File: config.mk
export PLATFORM = sky130hd
export DESIGN_NAME = jtag_host_flat
export DESIGN_NICKNAME = d
export VERILOG_FILES = /design/src/rtl/jtag_host_if.sv /design/src/rtl/jtag_host.sv /design/src/flat_wrapper.sv
export SDC_FILE = /design/constraint.sdc
export NUM_CORES = 1
export LEC_CHECK = 0
export ABC_AREA = 1
export ABC_CLOCK_PERIOD_IN_PS = 7680
export CAP_MARGIN = 25
export CORE_ASPECT_RATIO = 0.9
export CORE_UTILIZATION = 40
export CTS_CLUSTER_SIZE = 28
export DETAILED_ROUTE_END_ITERATION = 6
export PLACE_DENSITY = 0.62
export SYNTH_ARGS = -nofsm -noshare
export SYNTH_HDL_FRONTEND = slang
export SYNTH_SLANG_ARGS = --single-unit
File: constraint.sdc
create_clock -name clk -period 7.68 [get_ports clk]
set_input_delay 1.536 -clock clk [delete_from_list [all_inputs] [get_ports clk]]
set_output_delay 1.536 -clock clk [all_outputs]
set_load 0.01 [all_outputs]
File: src/rtl/jtag_host_if.sv
// Command/response channel of the JTAG host: a valid/ready command port
// plus a one-cycle response strobe carrying the captured TDO bits.
interface jtag_host_if;
    logic        cmd_valid;
    logic        cmd_ready;
    logic [1:0]  cmd_op;
    logic [4:0]  cmd_len;
    logic [31:0] cmd_data;
    logic        rsp_valid;
    logic [31:0] rsp_data;
    logic        busy;

    modport master (
        output cmd_valid, cmd_op, cmd_len, cmd_data,
        input  cmd_ready, rsp_valid, rsp_data, busy
    );

    modport slave (
        input  cmd_valid, cmd_op, cmd_len, cmd_data,
        output cmd_ready, rsp_valid, rsp_data, busy
    );
endinterface

File: src/rtl/jtag_host.sv
// JTAG initiator: turns RESET / SHIFT_IR / SHIFT_DR / IDLE commands into
// TCK/TMS/TDI sequences, captures TDO and always leaves the TAP in Run-Test/Idle.
module jtag_host #(
    parameter int DIV = 2
) (
    input  logic       clk,
    input  logic       rst_n,
    jtag_host_if.slave cmd,
    output logic       tck,
    output logic       tms,
    output logic       tdi,
    input  logic       tdo,
    output logic       trst_n_o
);

    localparam int PW = (DIV > 1) ? $clog2(DIV) : 1;
    localparam logic [PW-1:0] PHASE_LAST = PW'(DIV - 1);

    localparam logic [1:0] OP_RESET    = 2'b00;
    localparam logic [1:0] OP_SHIFT_IR = 2'b01;
    localparam logic [1:0] OP_SHIFT_DR = 2'b10;
    localparam logic [1:0] OP_IDLE     = 2'b11;

    typedef enum logic [2:0] {
        S_IDLE,
        S_PREFIX,
        S_PRE,
        S_SHIFT,
        S_POST,
        S_DONE
    } state_t;

    state_t        state_q, state_d;
    logic [PW-1:0] phase_q, phase_d;
    logic [2:0]    idx_q, idx_d;
    logic [5:0]    bit_cnt_q, bit_cnt_d;
    logic [1:0]    op_q, op_d;
    logic [4:0]    len_q, len_d;
    logic [31:0]   data_q, data_d;
    logic [31:0]   cap_q, cap_d;
    logic [31:0]   rsp_data_q, rsp_data_d;
    logic          tck_q, tck_d;
    logic          tms_q, tms_d;
    logic          tdi_q, tdi_d;
    logic          trst_n_q, trst_n_d;
    logic          cmd_ready_q, cmd_ready_d;
    logic          busy_q, busy_d;
    logic          rsp_valid_q, rsp_valid_d;
    logic          view_tlr_q, view_tlr_d;

    // Next TCK slot to start (or completion) decided at a TCK boundary.
    logic          ld;
    logic          ld_done;
    state_t        ld_state;
    logic [2:0]    ld_idx;
    logic [5:0]    ld_cnt;
    logic [4:0]    k;

    function automatic logic [2:0] pre_len(input logic [1:0] op);
        case (op)
            OP_RESET:    return 3'd6;
            OP_SHIFT_IR: return 3'd4;
            OP_SHIFT_DR: return 3'd3;
            default:     return 3'd0;
        endcase
    endfunction

    function automatic logic slot_tms(input state_t st, input logic [2:0] idx,
                                      input logic [5:0] cnt, input logic [1:0] op);
        case (st)
            S_PRE: begin
                case (op)
                    OP_RESET:    return idx != 3'd5;
                    OP_SHIFT_IR: return idx < 3'd2;
                    OP_SHIFT_DR: return idx == 3'd0;
                    default:     return 1'b0;
                endcase
            end
            S_SHIFT: return (op != OP_IDLE) && (cnt == 6'd1);
            S_POST:  return idx == 3'd0;
            default: return 1'b0;
        endcase
    endfunction

    // Shift TCK k carries data[k]; k is recovered from the remaining-bit count.
    function automatic logic slot_tdi(input state_t st, input logic [4:0] cnt_lo,
                                      input logic [1:0] op, input logic [4:0] len,
                                      input logic [31:0] data);
        if (st == S_SHIFT && op != OP_IDLE)
            return data[len - (cnt_lo - 5'd1)];
        return 1'b0;
    endfunction

    always_comb begin
        state_d     = state_q;
        phase_d     = phase_q;
        idx_d       = idx_q;
        bit_cnt_d   = bit_cnt_q;
        op_d        = op_q;
        len_d       = len_q;
        data_d      = data_q;
        cap_d       = cap_q;
        rsp_data_d  = rsp_data_q;
        tck_d       = tck_q;
        tms_d       = tms_q;
        tdi_d       = tdi_q;
        trst_n_d    = trst_n_q;
        cmd_ready_d = cmd_ready_q;
        busy_d      = busy_q;
        rsp_valid_d = 1'b0;
        view_tlr_d  = view_tlr_q;
        ld          = 1'b0;
        ld_done     = 1'b0;
        ld_state    = S_IDLE;
        ld_idx      = 3'd0;
        ld_cnt      = 6'd0;
        k           = len_q - (bit_cnt_q[4:0] - 5'd1);

        case (state_q)
            S_IDLE, S_DONE: begin
                state_d     = S_IDLE;
                trst_n_d    = 1'b1;
                cmd_ready_d = 1'b1;
                if (cmd.cmd_valid && cmd_ready_q) begin
                    op_d        = cmd.cmd_op;
                    len_d       = cmd.cmd_len;
                    data_d      = cmd.cmd_data;
                    cap_d       = '0;
                    cmd_ready_d = 1'b0;
                    busy_d      = 1'b1;
                    view_tlr_d  = 1'b0;
                    ld          = 1'b1;
                    if (view_tlr_q && cmd.cmd_op != OP_RESET) begin
                        ld_state = S_PREFIX;
                    end else if (cmd.cmd_op == OP_IDLE) begin
                        ld_state = S_SHIFT;
                        ld_cnt   = {1'b0, cmd.cmd_len} + 6'd1;
                    end else begin
                        ld_state = S_PRE;
                    end
                end
            end
            default: begin
                if (phase_q != PHASE_LAST) begin
                    phase_d = phase_q + PW'(1);
                end else if (!tck_q) begin
                    // Rising edge: tdo is sampled in the same cycle tck goes high.
                    phase_d = '0;
                    tck_d   = 1'b1;
                    if (state_q == S_SHIFT && op_q != OP_IDLE)
                        cap_d[k] = tdo;
                end else begin
                    ld = 1'b1;
                    case (state_q)
                        S_PREFIX: begin
                            if (op_q == OP_IDLE) begin
                                ld_state = S_SHIFT;
                                ld_cnt   = {1'b0, len_q} + 6'd1;
                            end else begin
                                ld_state = S_PRE;
                            end
                        end
                        S_PRE: begin
                            if (idx_q + 3'd1 < pre_len(op_q)) begin
                                ld_state = S_PRE;
                                ld_idx   = idx_q + 3'd1;
                            end else if (op_q == OP_RESET) begin
                                ld_done = 1'b1;
                            end else begin
                                ld_state = S_SHIFT;
                                ld_cnt   = {1'b0, len_q} + 6'd1;
                            end
                        end
                        S_SHIFT: begin
                            if (bit_cnt_q != 6'd1) begin
                                ld_state = S_SHIFT;
                                ld_cnt   = bit_cnt_q - 6'd1;
                            end else if (op_q == OP_IDLE) begin
                                ld_done = 1'b1;
                            end else begin
                                ld_state = S_POST;
                            end
                        end
                        S_POST: begin
                            if (idx_q == 3'd0) begin
                                ld_state = S_POST;
                                ld_idx   = 3'd1;
                            end else begin
                                ld_done = 1'b1;
                            end
                        end
                        default: ld_done = 1'b1;
                    endcase
                end
            end
        endcase

        if (ld) begin
            phase_d = '0;
            tck_d   = 1'b0;
            if (ld_done) begin
                state_d     = S_DONE;
                rsp_valid_d = 1'b1;
                rsp_data_d  = cap_q;
                cmd_ready_d = 1'b1;
                busy_d      = 1'b0;
                trst_n_d    = 1'b1;
            end else begin
                state_d   = ld_state;
                idx_d     = ld_idx;
                bit_cnt_d = ld_cnt;
                tms_d     = slot_tms(ld_state, ld_idx, ld_cnt, op_d);
                tdi_d     = slot_tdi(ld_state, ld_cnt[4:0], op_d, len_d, data_d);
                trst_n_d  = !(op_d == OP_RESET && ld_state == S_PRE && ld_idx == 3'd0);
            end
        end
    end

    always_ff @(posedge clk) begin
        if (!rst_n) begin
            state_q     <= S_IDLE;
            phase_q     <= '0;
            idx_q       <= '0;
            bit_cnt_q   <= '0;
            op_q        <= OP_RESET;
            len_q       <= '0;
            data_q      <= '0;
            cap_q       <= '0;
            rsp_data_q  <= '0;
            tck_q       <= 1'b0;
            tms_q       <= 1'b1;
            tdi_q       <= 1'b0;
            trst_n_q    <= 1'b0;
            cmd_ready_q <= 1'b0;
            busy_q      <= 1'b0;
            rsp_valid_q <= 1'b0;
            view_tlr_q  <= 1'b1;
        end else begin
            state_q     <= state_d;
            phase_q     <= phase_d;
            idx_q       <= idx_d;
            bit_cnt_q   <= bit_cnt_d;
            op_q        <= op_d;
            len_q       <= len_d;
            data_q      <= data_d;
            cap_q       <= cap_d;
            rsp_data_q  <= rsp_data_d;
            tck_q       <= tck_d;
            tms_q       <= tms_d;
            tdi_q       <= tdi_d;
            trst_n_q    <= trst_n_d;
            cmd_ready_q <= cmd_ready_d;
            busy_q      <= busy_d;
            rsp_valid_q <= rsp_valid_d;
            view_tlr_q  <= view_tlr_d;
        end
    end

    assign tck           = tck_q;
    assign tms           = tms_q;
    assign tdi           = tdi_q;
    assign trst_n_o      = trst_n_q;
    assign cmd.cmd_ready = cmd_ready_q;
    assign cmd.busy      = busy_q;
    assign cmd.rsp_valid = rsp_valid_q;
    assign cmd.rsp_data  = rsp_data_q;

endmodule

File: src/flat_wrapper.sv
// flat-port wrapper written by rule: the top's interface ports become plain ports
module jtag_host_flat 
#(
    parameter int DIV = 2
)
  (clk, rst_n, tck, tms, tdi, tdo, trst_n_o, cmd_cmd_valid, cmd_cmd_op, cmd_cmd_len, cmd_cmd_data, cmd_cmd_ready, cmd_rsp_valid, cmd_rsp_data, cmd_busy);
  jtag_host_if cmd_i ();
  input  logic clk;
  input  logic rst_n;
  output logic tck;
  output logic tms;
  output logic tdi;
  input  logic tdo;
  output logic trst_n_o;
  input wire logic [$bits(cmd_i.cmd_valid)-1:0] cmd_cmd_valid;
  input wire logic [$bits(cmd_i.cmd_op)-1:0] cmd_cmd_op;
  input wire logic [$bits(cmd_i.cmd_len)-1:0] cmd_cmd_len;
  input wire logic [$bits(cmd_i.cmd_data)-1:0] cmd_cmd_data;
  output wire logic [$bits(cmd_i.cmd_ready)-1:0] cmd_cmd_ready;
  output wire logic [$bits(cmd_i.rsp_valid)-1:0] cmd_rsp_valid;
  output wire logic [$bits(cmd_i.rsp_data)-1:0] cmd_rsp_data;
  output wire logic [$bits(cmd_i.busy)-1:0] cmd_busy;
  assign cmd_i.cmd_valid = cmd_cmd_valid;
  assign cmd_i.cmd_op = cmd_cmd_op;
  assign cmd_i.cmd_len = cmd_cmd_len;
  assign cmd_i.cmd_data = cmd_cmd_data;
  assign cmd_cmd_ready = cmd_i.cmd_ready;
  assign cmd_rsp_valid = cmd_i.rsp_valid;
  assign cmd_rsp_data = cmd_i.rsp_data;
  assign cmd_busy = cmd_i.busy;
  jtag_host #(.DIV(DIV)) u_core (.clk(clk), .rst_n(rst_n), .cmd(cmd_i), .tck(tck), .tms(tms), .tdi(tdi), .tdo(tdo), .trst_n_o(trst_n_o));
endmodule
# == Word level (Yosys, flattened, before mapping) ==
# Index checks and enable logic that the tools add are counted.
# totals
wordCells,168
ff_bits,124
input_bits,43
output_inout_bits,39
# classes
n_addsub,9
mux,87
n_lt_le_gt_ge,5
reduce_logical,26
bitwise,3
eq_ne,21
# op_table
cell,n
$mux W32,7
$mux W3,20
$mux W6,10
$mux W1,35
$bwmux W32,1
$pmux W6 S3,1
$add A5 B1 Y6 const B,2
$eq A3 B2 Y1 const B,4
$lt A5 B6 Y1 const B,2
$pmux W3 S4,1
$mux W5,2
$reduce_and A2 Y1,5
$sub A5 B1 Y5 const B,2
$sub A5 B5 Y5,2
$eq A3 B3 Y1 const B,3
$logic_not A3 Y1,3
$pmux W3 S3,1
$eq A2 B2 Y1 const B,4
$logic_and A1 B1 Y1,8
$reduce_bool A2 Y1,4
$eq A6 B1 Y1 const B,1
$mux W2,3
$ne A2 B2 Y1 const B,3
$ne A6 B1 Y1 const B,1
other kinds (20),26

# == Depth between registers and ports, before layout ==
# Gate-level depths: netlist of the first run.
# logic_depth
word_depth,18
depth_mapped,27
depth_no_buf,27

# == Worst setup path after synthesis of the first run ==
# OpenSTA, ideal clock, no wires.
# synth_timing
kind,input to register
startpoint,input port cmd_cmd_valid
endpoint,register u_core.tdi_q (netlist: u_core.tdi)
path_buffers,1
arrival_ns,4.162
setup_time_ns,0.132
path_slack_ns,3.385
required_ns,7.548
path_stages,23
path_cell_list,clkbuf_1 -> nand2_1 -> nor2_4 -> inv_2 -> nor2_2 -> nand2_1 -> o21ai_0 -> inv_1 -> ha_1 -> ha_1 -> a21oi_1 -> nand2_1 -> or2_2 -> nand2_1 -> nand3_1 -> nand2_1 -> inv_1 -> nand2_1 -> nand2_1 -> inv_1 -> nand2_1 -> nand3_1 -> a21oi_1
# synth_via
elab_chain_cells,9
word_cells_on_any_way,26
classes_between,add/sub: 2; eq/ne: 2; mux: 19; reduce/logical: 3
# synth_rtl
element,line_no,rtl
start: declaration,flat_wrapper.sv:15,input wire logic [$bits(cmd_i.cmd_valid)-1:0] cmd_cmd_valid;
$logic_and A1 B1 Y1 *,jtag_host.sv:124,if (cmd.cmd_valid && cmd_ready_q) begin
$mux W6 (tied with other cells),jtag_host.sv:124,
$mux W6 (tied with other cells),jtag_host.sv:119,case (state_q)
$sub A5 B1 Y5 (tied with other cells),jtag_host.sv:90,return data[len - (cnt_lo - 5'd1)];
$sub A5 B5 Y5 / $logic_and A1 B1 Y1 (equally long branches),"jtag_host.sv:90, jtag_host.sv:89",
$bmux W1 S5 / $mux W1 (equally long branches),"jtag_host.sv:90, jtag_host.sv:89",
$mux W1 (on tied branches),"jtag_host.sv:90, jtag_host.sv:201",
$mux W1 (on tied branches),"jtag_host.sv:89, jtag_host.sv:198",
$mux W1,jtag_host.sv:91,return 1'b0;
end signal: assignment,jtag_host.sv:250,tdi_q <= tdi_d;
end: declaration,jtag_host.sv:44,"logic tdi_q, tdi_d;"
# Mark *: on every way between the ends. The rest lies on a longest branch, timed or not. The select of a mux whose other input is x is not followed.
# A chain may end at the register's enable or synchronous reset.

# == Worst setup path after layout of the first run ==
# Ends and elaborated chain as after synthesis.

==> results of run 1 <==
-- through the flow --
stage / hold WS [ps] / worst slack [ps] / instances / total power [mW] / util, %
floorplan: 412 / 3390 / 1031 / 0.912 / -
global placement: 434 / 2360 / 1271 / 0.999 / 46.6
detailed placement: 435 / 2280 / 1271 / 1.00 / 46.6
CTS: 447 / 2720 / 1303 / 1.83 / 50.4
global route: 467 / 2300 / 1303 / 1.91 / 50.4
finish: 446 / 2700 / 1303 / 1.82 / 50.4
-- metal layers --
metal,vias up,routed length (um),share of wire (%)
met5,-,0,0
met4,0,163,0.92
met3,15,954,5.4
met2,178,7530,42
met1,2974,9110,51
li1,3437,-,-
-- final cells by class --
| class | instances | share of cell area (%) |
|---|---|---|
| Tap cell | 207 | 3.17 |
| Multi-Input combinational cell | 787 | 45.4 |
| Inverter | 64 | 2.94 |
| Clock inverter | 13 | 2.05 |
| Timing Repair Buffer | 89 | 10.6 |
| Sequential cell | 124 | 30.4 |
| Clock buffer | 19 | 5.42 |
-- registers in the layout (all words and copies together) (netlist names), 2 cells and up --
signal	flops
u_core.cmd.rsp_data	32
u_core.state_q	3
u_core.cap_q	32
u_core.idx_q	3
u_core.len_q	5
u_core.bit_cnt_q	6
u_core.op_q	2
u_core.data_q	32
-- report_power, final --
group          internal (mW)  switching [mW]  total [mW]
combinational          0.108           0.208       0.317
sequential             0.662          0.0127       0.675
clock                  0.521           0.313       0.833
-- worst paths after layout --
check,startpoint,end,cells past startpoint
max,cmd_cmd_valid,u_core.tdi,24
min,u_core.cap_q[4],u_core.cmd.rsp_data[4],2
max reg2reg,u_core.state_q[0],u_core.tdi,23
min reg2reg,u_core.cap_q[4],u_core.cmd.rsp_data[4],2
-- synth_stat cells (all sizes together) --
library cell,count,area (sq um)
xnor2,6,52.6
nand2,380,1440
a21oi,87,439
clkbuf,31,116
nor3,2,10.0
mux2i,2,20.0
buf,25,145
nor3b,1,7.51
xor2,9,78.8
a211oi,1,7.51
a31oi,2,12.5
nand3,139,696
nand4,4,25.0
fa,2,40.0
nand3b,1,7.51
o31ai,1,7.51
nor2,73,294
a21o,1,7.51
dfxtp,124,2480
o22ai,2,12.5
o211ai,1,7.51
ha,22,275
nor4,1,6.26
or2,1,6.26
inv,64,240
o21ai,49,260
-- critical path, stage by stage --
cell             delay [ps]
clkdlybuf4s50_1         450
buf_4                   300
nand2_1                 160
nor2_4                  390
inv_2                   140
nor2_2                  100
nand2_1                 100
o21ai_0                 240
inv_1                    90
ha_1                    300
ha_1                    340
a21oi_1                 160
nand2_1                  70
or2_2                   290
nand2_1                  60
nand3_1                  60
nand2_1                  80
inv_1                    40
nand2_1                  50
nand2_1                  60
inv_1                    50
nand2_1                  50
nand3_1                  60
a21oi_1                  60
-- kinds of logic after synthesis --
logic type | after synthesis | synth area share (%)
compound gates | 144 | 11.3
simple gates | 602 | 37.2
mux | 2 | 0.299
flops | 124 | 37.1
fa+ha+maj | 24 | 4.71
buf+inv | 120 | 7.49
xor+xnor | 15 | 1.96
==> results_dict.tcl, run 1 <==
set metrics [dict create \
    status "complete, but fails checks" \
    violations "design-rule violations" \
    avgViaCountPerCell 5.07 \
    path_max_fanout 33 \
    finalInstanceArea_sq_um 8180 \
    critPathLaunchType "primary input" \
    core_sq_um 16200 \
    insertion_delay_ps 430 \
    layout_commonest_cell "nand2_1" \
    period_share_pct 64.8 \
    reg2reg_slack_ps 3340 \
    worstMarginPinSlew_ps 997 \
    cp-end-kind "flip-flop" \
    period_needed_ps 4980 \
    dr_total_vias 6604 \
    ir_drop_mv 0.145 \
    postRouteWirelength_um 17800 \
    postPlaceCellArea_sq_um 7570 \
    die_h_um 125 \
    met3_usage_pct 4.92 \
    final.fill_count 1588 \
    grt_remaining_overflow 0 \
    yosysWarningCount 0 \
    netlist_instances 1031 \
    io_pins 82 \
    fin_tns_setup_ps 0 \
    syn-num-nets 1098 \
    antennaDiodeCount 0 \
    grt_usage_pct 21.3 \
    first_pass_iters 7 \
    grt_max_degree 89 \
    cts_buffers 17 \
    ys_seq_area_share_pct 37.1 \
    maxSlewViolCount 0 \
    crit_required_ps 7940 \
    die_x_um 138 \
    clock-sinks 124 \
    drc 2 \
    wl_per_cell_um 13.6 \
    drv_cap 0 \
    ys_types 37 \
    layout_common_cells "376 x nand2_1, 139 x nand3_1, 124 x dfxtp_1" \
    cts_hold_buf 0 \
    die_area_sq_um 17300 \
    hpwlAfterDp_um 11800 \
    cts_setup_buffers 0 \
    arrival_ps 5240 \
    leakage_nw 3.54 \
    met2_usage_pct 31.5 \
    syn_area_sq_um 6700 \
    seqCellArea_sq_um 2480 \
    first_global_vias 5978 \
    path_class "in2reg" \
    cts_tree "built" \
    cts.path.max_buffers 2 \
    nets 1150 \
    antenna_found_initial 0 \
    grt_busiest_layer "met2" \
    power_density_nw_per_um2 223 \
    start_util_pct 41.2 \
    drive_above_1_share_pct 5.11 \
    cts-root-buf "clkbuf_16" \
    drt_iter0_markers 500 \
    cts_resized 0 \
    finClkSkew_ps 10.1 \
    grt_first_pass_wirelength_um 29600 \
    place.gp.congestion 0.868 \
    finalHoldViolCount 0 \
    clk_pin_slew_ps 60 \
    multi_input_area_sq_um 3710 \
    fmax_mhz 201 \
    met1_usage_pct 30.9 \
    io_buffers 81 \
    num_rows 44 \
    setup_viol 0 \
    postRouteAntennaNets 0 \
    synth_seq_cells 124 \
    htree_levels 4 \
    syn_area_per_cell_sq_um 6.50 \
    grt_setup_unrepaired "false" \
    max_slew_margin_pct 33.6 \
    hp-class "reg2reg" \
    layout-area-overhead-vs-synth_pct 22.1 \
]
Note: power is estimated with default switching activity, not from simulation.
==> run 2, diff against run 1 <==
ABC_CLOCK_PERIOD_IN_PS = 4100   (was 7680)
PLACE_DENSITY = 0.64   (was 0.62)
clock period = 4.1 ns   (was 7.68 ns; I/O delays follow)
==> run 2 against run 1 <==
  * Routed wire length is 0.66% higher
  * Largest power group unchanged
  * The flow still finishes with violations (design-rule violations)
  * Clock skew is 3.3 ps lower
  * Setup slack worse by 2300 ps
  * Via count is 1.6% higher
  * Count of clock-buffer cells in the layout is 1 lower
  * Clock power is 79% higher
==> results_dict.tcl, run 2 (synthesis results as in run 1) <==
set metrics [dict create \
    layout_commonest_cell "nand2_1" \
    fin_cells 1311 \
    grt_first_pass_wirelength_um 29700 \
    p_total_mw 3.35 \
    holdPathStages 2 \
    die_x_um 138 \
    arrival_ps 4090 \
    dp_slack_ps 150 \
    drt_iter0_markers 463 \
    cp.buffers_inverters 2 \
    critical-path-top-delay-family "simple AND/OR/NAND/NOR gates" \
    period_needed_ps 3740 \
    critPathLaunchType "flip-flop" \
    cts_tree "built" \
    dp_cells 1279 \
    clk_pin_slew_ps 60 \
    violations "design-rule violations" \
    wl_per_cell_um 13.6 \
    post-route-worst-setup-slack_ps 362 \
    first_pass_iters 7 \
    postRouteWirelength_um 17900 \
    layout_common_cells "376 x nand2_1, 139 x nand3_1, 124 x dfxtp_1" \
    path_max_fanout 6 \
    htree_levels 4 \
    antenna_found_initial 0 \
    crit_chain "ha_1 > xor2_1 > ha_1 > a21oi_1 > nand2_1 > a21oi_4 > o21ai_0 > nand2_1 > o21ai_0 > inv_1 > ha_1 > ha_1 > a21oi_1 > nand2_1 > or2_2 > nand2_1 > nand3_1 > nand2_1 > nand3_1 > nand2_1 > inv_1 > nand2_1 > nand3_1 > a21oi_1" \
    grt_remaining_overflow 0 \
    finClkSkew_ps 6.81 \
    place.gp.congestion 0.856 \
    worstMarginPinSlew_ps 832 \
    insertion_delay_ps 420 \
    whs_ps 443 \
    leakage_nw 3.58 \
    status "complete, but fails checks" \
    finalHoldViolCount 0 \
    hpwlAfterDp_um 12200 \
    crit_required_ps 4450 \
    crit_top_cell "nand2_1" \
    drc 2 \
    drv_cap 0 \
    io_pins 82 \
    io_buffers 81 \
    postRouteAntennaNets 0 \
    power_density_nw_per_um2 408 \
    cts.path.max_buffers 2 \
    first_global_vias 6169 \
    reg2reg_depth 24 \
    start_util_pct 41.2 \
    slowest_delay_ps 380 \
    num_rows 44 \
    clock-sinks 124 \
    avgViaCountPerCell 5.12 \
    drive_above_1_share_pct 5.98 \
    hp-class "reg2reg" \
    cts_buffers 17 \
    fmax_mhz 267 \
    core_sq_um 16200 \
    antennaDiodeCount 0 \
    finish.utilization_pct 50.6 \
    setup_viol 0 \
    die_h_um 125 \
    grt_usage_pct 21.4 \
    die_area_sq_um 17300 \
    crit_cells 24 \
    layout-area-overhead-vs-synth_pct 22.7 \
    cts-root-buf "clkbuf_16" \
    path_class "reg2reg" \
    grt_max_degree 37 \
    max_slew_margin_pct 44.5 \
    cp_slowest_cell "dfxtp_1" \
    dr_total_vias 6710 \
    period_share_pct 91.2 \
    maxSlewViolCount 0 \
    cp-end-kind "flip-flop" \
    ir_drop_mv 0.321 \
    nets 1158 \
]
[run 2: repair_timing]
action | CTS | global route
setup buffers | 0 | 0
gates resized for setup | 0 | 2
hold buffers | 0 | 0
setup endpoints to repair | 0 | 1
endpoints found under the hold margin | 0 | 0
[run 2: area by class of cell]
class | instances | area (sq um)
fillers | 1578 | 8020
inverters | 64 | 240
multi-input cells | 787 | 3730
repair buffers | 97 | 931
well taps | 207 | 259
clock buffers | 18 | 439
flip-flops and latches | 124 | 2480
clock inverters | 14 | 145
[run 2: per-layer routing]
| metal | vias to the layer above | part of all wire (%) | global-route usage, % |
|---|---|---|---|
| met5 | - | 0 | 0 |
| met4 | 0 | 1.6 | 7.73 |
| met3 | 23 | 4.9 | 5.00 |
| met2 | 172 | 45 | 33.9 |
| met1 | 3042 | 48 | 28.1 |
| li1 | 3473 | - | - |
[run 2: stage by stage]
step	TNS, ps	cell area, sq um
floorplan	0	6700
global placement	0	7630
detailed placement	0	7630
CTS	0	8210
global route	-1.80	8220
finish	0	8220
[run 2: power by group]
part | leakage, nW | switching, mW | internal, mW | total (mW)
Combinational | 2.29 | 0.388 | 0.211 | 0.599
Sequential | 1.00 | 0.0246 | 1.24 | 1.27
Clock | 0.290 | 0.579 | 0.910 | 1.49
[run 2: path summary, 6_finish.rpt]
kind	from	end	slack, ps
setup / recovery	u_core.idx_q[0]	u_core.tdi	360
hold / removal	u_core.cap_q[19]	u_core.cmd.rsp_data[19]	440
setup reg to reg	u_core.idx_q[0]	u_core.tdi	360
hold reg to reg	u_core.cap_q[19]	u_core.cmd.rsp_data[19]	440
[run 2: worst reg2reg max path, cell delays in order, from the launching register on]
cell and delay, ps:
dfxtp_1 380, ha_1 180, xor2_1 210, ha_1 270, a21oi_1 150, nand2_1 140
a21oi_4 220, o21ai_0 100, nand2_1 70, o21ai_0 110, inv_1 100, ha_1 240
ha_1 340, a21oi_1 150, nand2_1 70, or2_2 280, nand2_1 60, nand3_1 70
nand2_1 90, nand3_1 60, nand2_1 90, inv_1 40, nand2_1 50, nand3_1 60
a21oi_1 130
==> run 3, diff against run 2 <==
CORE_UTILIZATION = 51   (was 40)
PLACE_DENSITY = 0.78   (was 0.64)
==> run 3 against run 2 <==
  * The run now ends clean
  * Critical path depth fell by 4
  * Global-route usage grew 5.2 points
  * Sequential power about the same
  * Count of clock-buffer cells in the layout increased by 5
  * Setup slack worse by 59 ps
  * Routed wire length is 3.0% lower
  * First-iteration DRC count grew 15%
  * Critical path type unchanged
==> results_dict.tcl, run 3 (synthesis results as in run 1) <==
set metrics [dict create \
    first_pass_iters 7 \
    layout_common_cells "375 x nand2_1, 139 x nand3_1, 124 x dfxtp_1" \
    drt_iter0_markers 532 \
    htree_levels 4 \
    core_sq_um 12700 \
    reg2reg_to "u_core.tdi" \
    finClkSkew_ps 4.99 \
    finalHoldViolCount 0 \
    drc 0 \
    maxSlewViolCount 0 \
    wl_per_cell_um 13.7 \
    met3_usage_pct 6.07 \
    num_rows 39 \
    critPathLaunchType "flip-flop" \
    cp_slowest_cell "fa_1" \
    io_pins 82 \
    ir_drop_mv 0.263 \
    worstMarginPinSlew_ps 764 \
    period_needed_ps 3800 \
    leakage_nw 3.56 \
    power_density_nw_per_um2 406 \
    path_max_fanout 6 \
    antennaDiodeCount 0 \
    slowest_delay_ps 630 \
    arrival_ps 4080 \
    met1_usage_pct 37.7 \
    die_area_sq_um 13600 \
    first_global_vias 6233 \
    reg2reg_depth 20 \
    grt_usage_pct 26.6 \
    met2_usage_pct 39.1 \
    critical_path.endpoint "u_core.tdi" \
    crit_cells 20 \
    fin_cells 1266 \
    drive_above_1_share_pct 5.72 \
    cts_buffers 17 \
    hpwlAfterDp_um 11800 \
    die_x_um 123 \
    final.fill_count 1163 \
    cts.path.max_buffers 2 \
    startpoint "u_core.idx_q[0]" \
    fin_tns_setup_ps 0 \
    grt_first_pass_wirelength_um 28700 \
    antenna_found_initial 0 \
    period_share_pct 92.6 \
    avgViaCountPerCell 5.40 \
    grt_max_degree 48 \
    place.gp.congestion 0.910 \
    cts_setup_buffers 0 \
    status "finished clean" \
    crit_chain "ha_1 > xor2_2 > ha_1 > a21oi_1 > nand2_2 > a21oi_4 > nor2_1 > o21ai_0 > nand2_1 > ha_1 > inv_1 > ha_1 > fa_1 > inv_1 > nand3_1 > nand3_1 > nand2_1 > nand2_1 > nand3_1 > a21oi_1" \
    cp.buffers_inverters 2 \
    insertion_delay_ps 420 \
    reg2reg_slack_ps 300 \
    multi_input_area_sq_um 3740 \
    layout_commonest_cell "nand2_1" \
    grt_remaining_overflow 0 \
    clk_pin_slew_ps 50 \
    setup_viol 0 \
    layout-area-overhead-vs-synth_pct 21.9 \
    fmax_mhz 263 \
    clock-sinks 124 \
    postRouteAntennaNets 0 \
    postRouteWirelength_um 17300 \
    hp-class "reg2reg" \
    cp-end-kind "flip-flop" \
    seqCellArea_sq_um 2480 \
    die_h_um 111 \
    crit_top_cell "ha_1" \
    crit_required_ps 4380 \
    cts_tree "built" \
    critical-path-top-delay-family "adder cells" \
    grt_setup_unrepaired "false" \
    dr_total_vias 6835 \
    drv_cap 0 \
    dp_cells 1236 \
    max_slew_margin_pct 49.0 \
    path_class "reg2reg" \
    cts-root-buf "clkbuf_16" \
    rr_startpoint "u_core.idx_q[0]" \
    io_buffers 81 \
    start_util_pct 52.6 \
    nets 1158 \
    grt_busiest_layer "met2" \
]
==> run 3: changes by cell type in the layout (fill, tap and decap cells not counted), moves of 2 or more <==
| cell | delta |
|---|---|
| clkbuf_8 | +2 |
| clkbuf_1 | +3 |
| inv_6 | -2 |
| clkinv_4 | -4 |
| clkinv_2 | -2 |
==> run 3: power breakdown <==
| part | total, mW | internal (mW) | switching, mW |
|---|---|---|---|
| clock | 1.45 | 0.931 | 0.517 |
| sequential | 1.27 | 1.24 | 0.0254 |
| combinational | 0.598 | 0.211 | 0.387 |
==> run 3: timing repair <==
| item | in CTS | in global routing |
|---|---|---|
| resized for setup | 0 | 4 |
| hold buffers | 0 | 0 |
| setup endpoints to repair | 0 | 1 |
==> run 3: cell type report <==
cell class | instances | area share (%)
multi-input cells | 787 | 45.8
flip-flops and latches | 124 | 30.4
repair buffers | 97 | 11.4
clock buffers | 23 | 5.86
inverters | 64 | 2.94
well taps | 164 | 2.51
clock inverters | 7 | 1.10
==> run 3: worst min path at each step <==
stage,startpoint,to,cells after the start
2_1_floorplan,u_core.view_tlr_q,u_core.view_tlr_q,2
3_3_place_gp,u_core.view_tlr_q,u_core.view_tlr_q,2
3_5_place_dp,u_core.cap_q[6],u_core.cmd.rsp_data[6],2
4_1_cts,u_core.cap_q[6],u_core.cmd.rsp_data[6],2
5_1_grt,u_core.cap_q[18],u_core.cmd.rsp_data[18],2
6_report,u_core.cap_q[6],u_core.cmd.rsp_data[6],2
==> run 3: routing by layer <==
| layer | wire (um) | up-vias |
|---|---|---|
| met1 | 8420 | 3125 |
| met2 | 7500 | 224 |
| met3 | 1130 | 34 |
| li1 | - | 3452 |
| met4 | 291 | 0 |
| met5 | 0 | - |
==> run 3: worst reg2reg max path, cell delays in order (launching register included) <==
cell and delay, ps:
dfxtp_1 330, ha_1 230, xor2_2 160, ha_1 310
a21oi_1 180, nand2_2 120, a21oi_4 200, nor2_1 60
o21ai_0 180, nand2_1 130, ha_1 300, inv_1 40
ha_1 210, fa_1 630, inv_1 130, nand3_1 120
nand3_1 70, nand2_1 80, nand2_1 50, nand3_1 70
a21oi_1 60
==> run 3: stage by stage <==
step                      hold slack [ps]  total power [mW]  setup WS, ps  utilization (%)  cell area (sq um)
after CTS                             446              3.32           214             63.9               8140
after global placement                426              1.87           195             59.5               7570
after global routing                  463              3.47          7.41             64.1               8160
after detailed placement              432              1.88          93.2             59.5               7570
after floorplan                       412              1.71           521                -               6700
final                                 442              3.31           302             64.1               8160
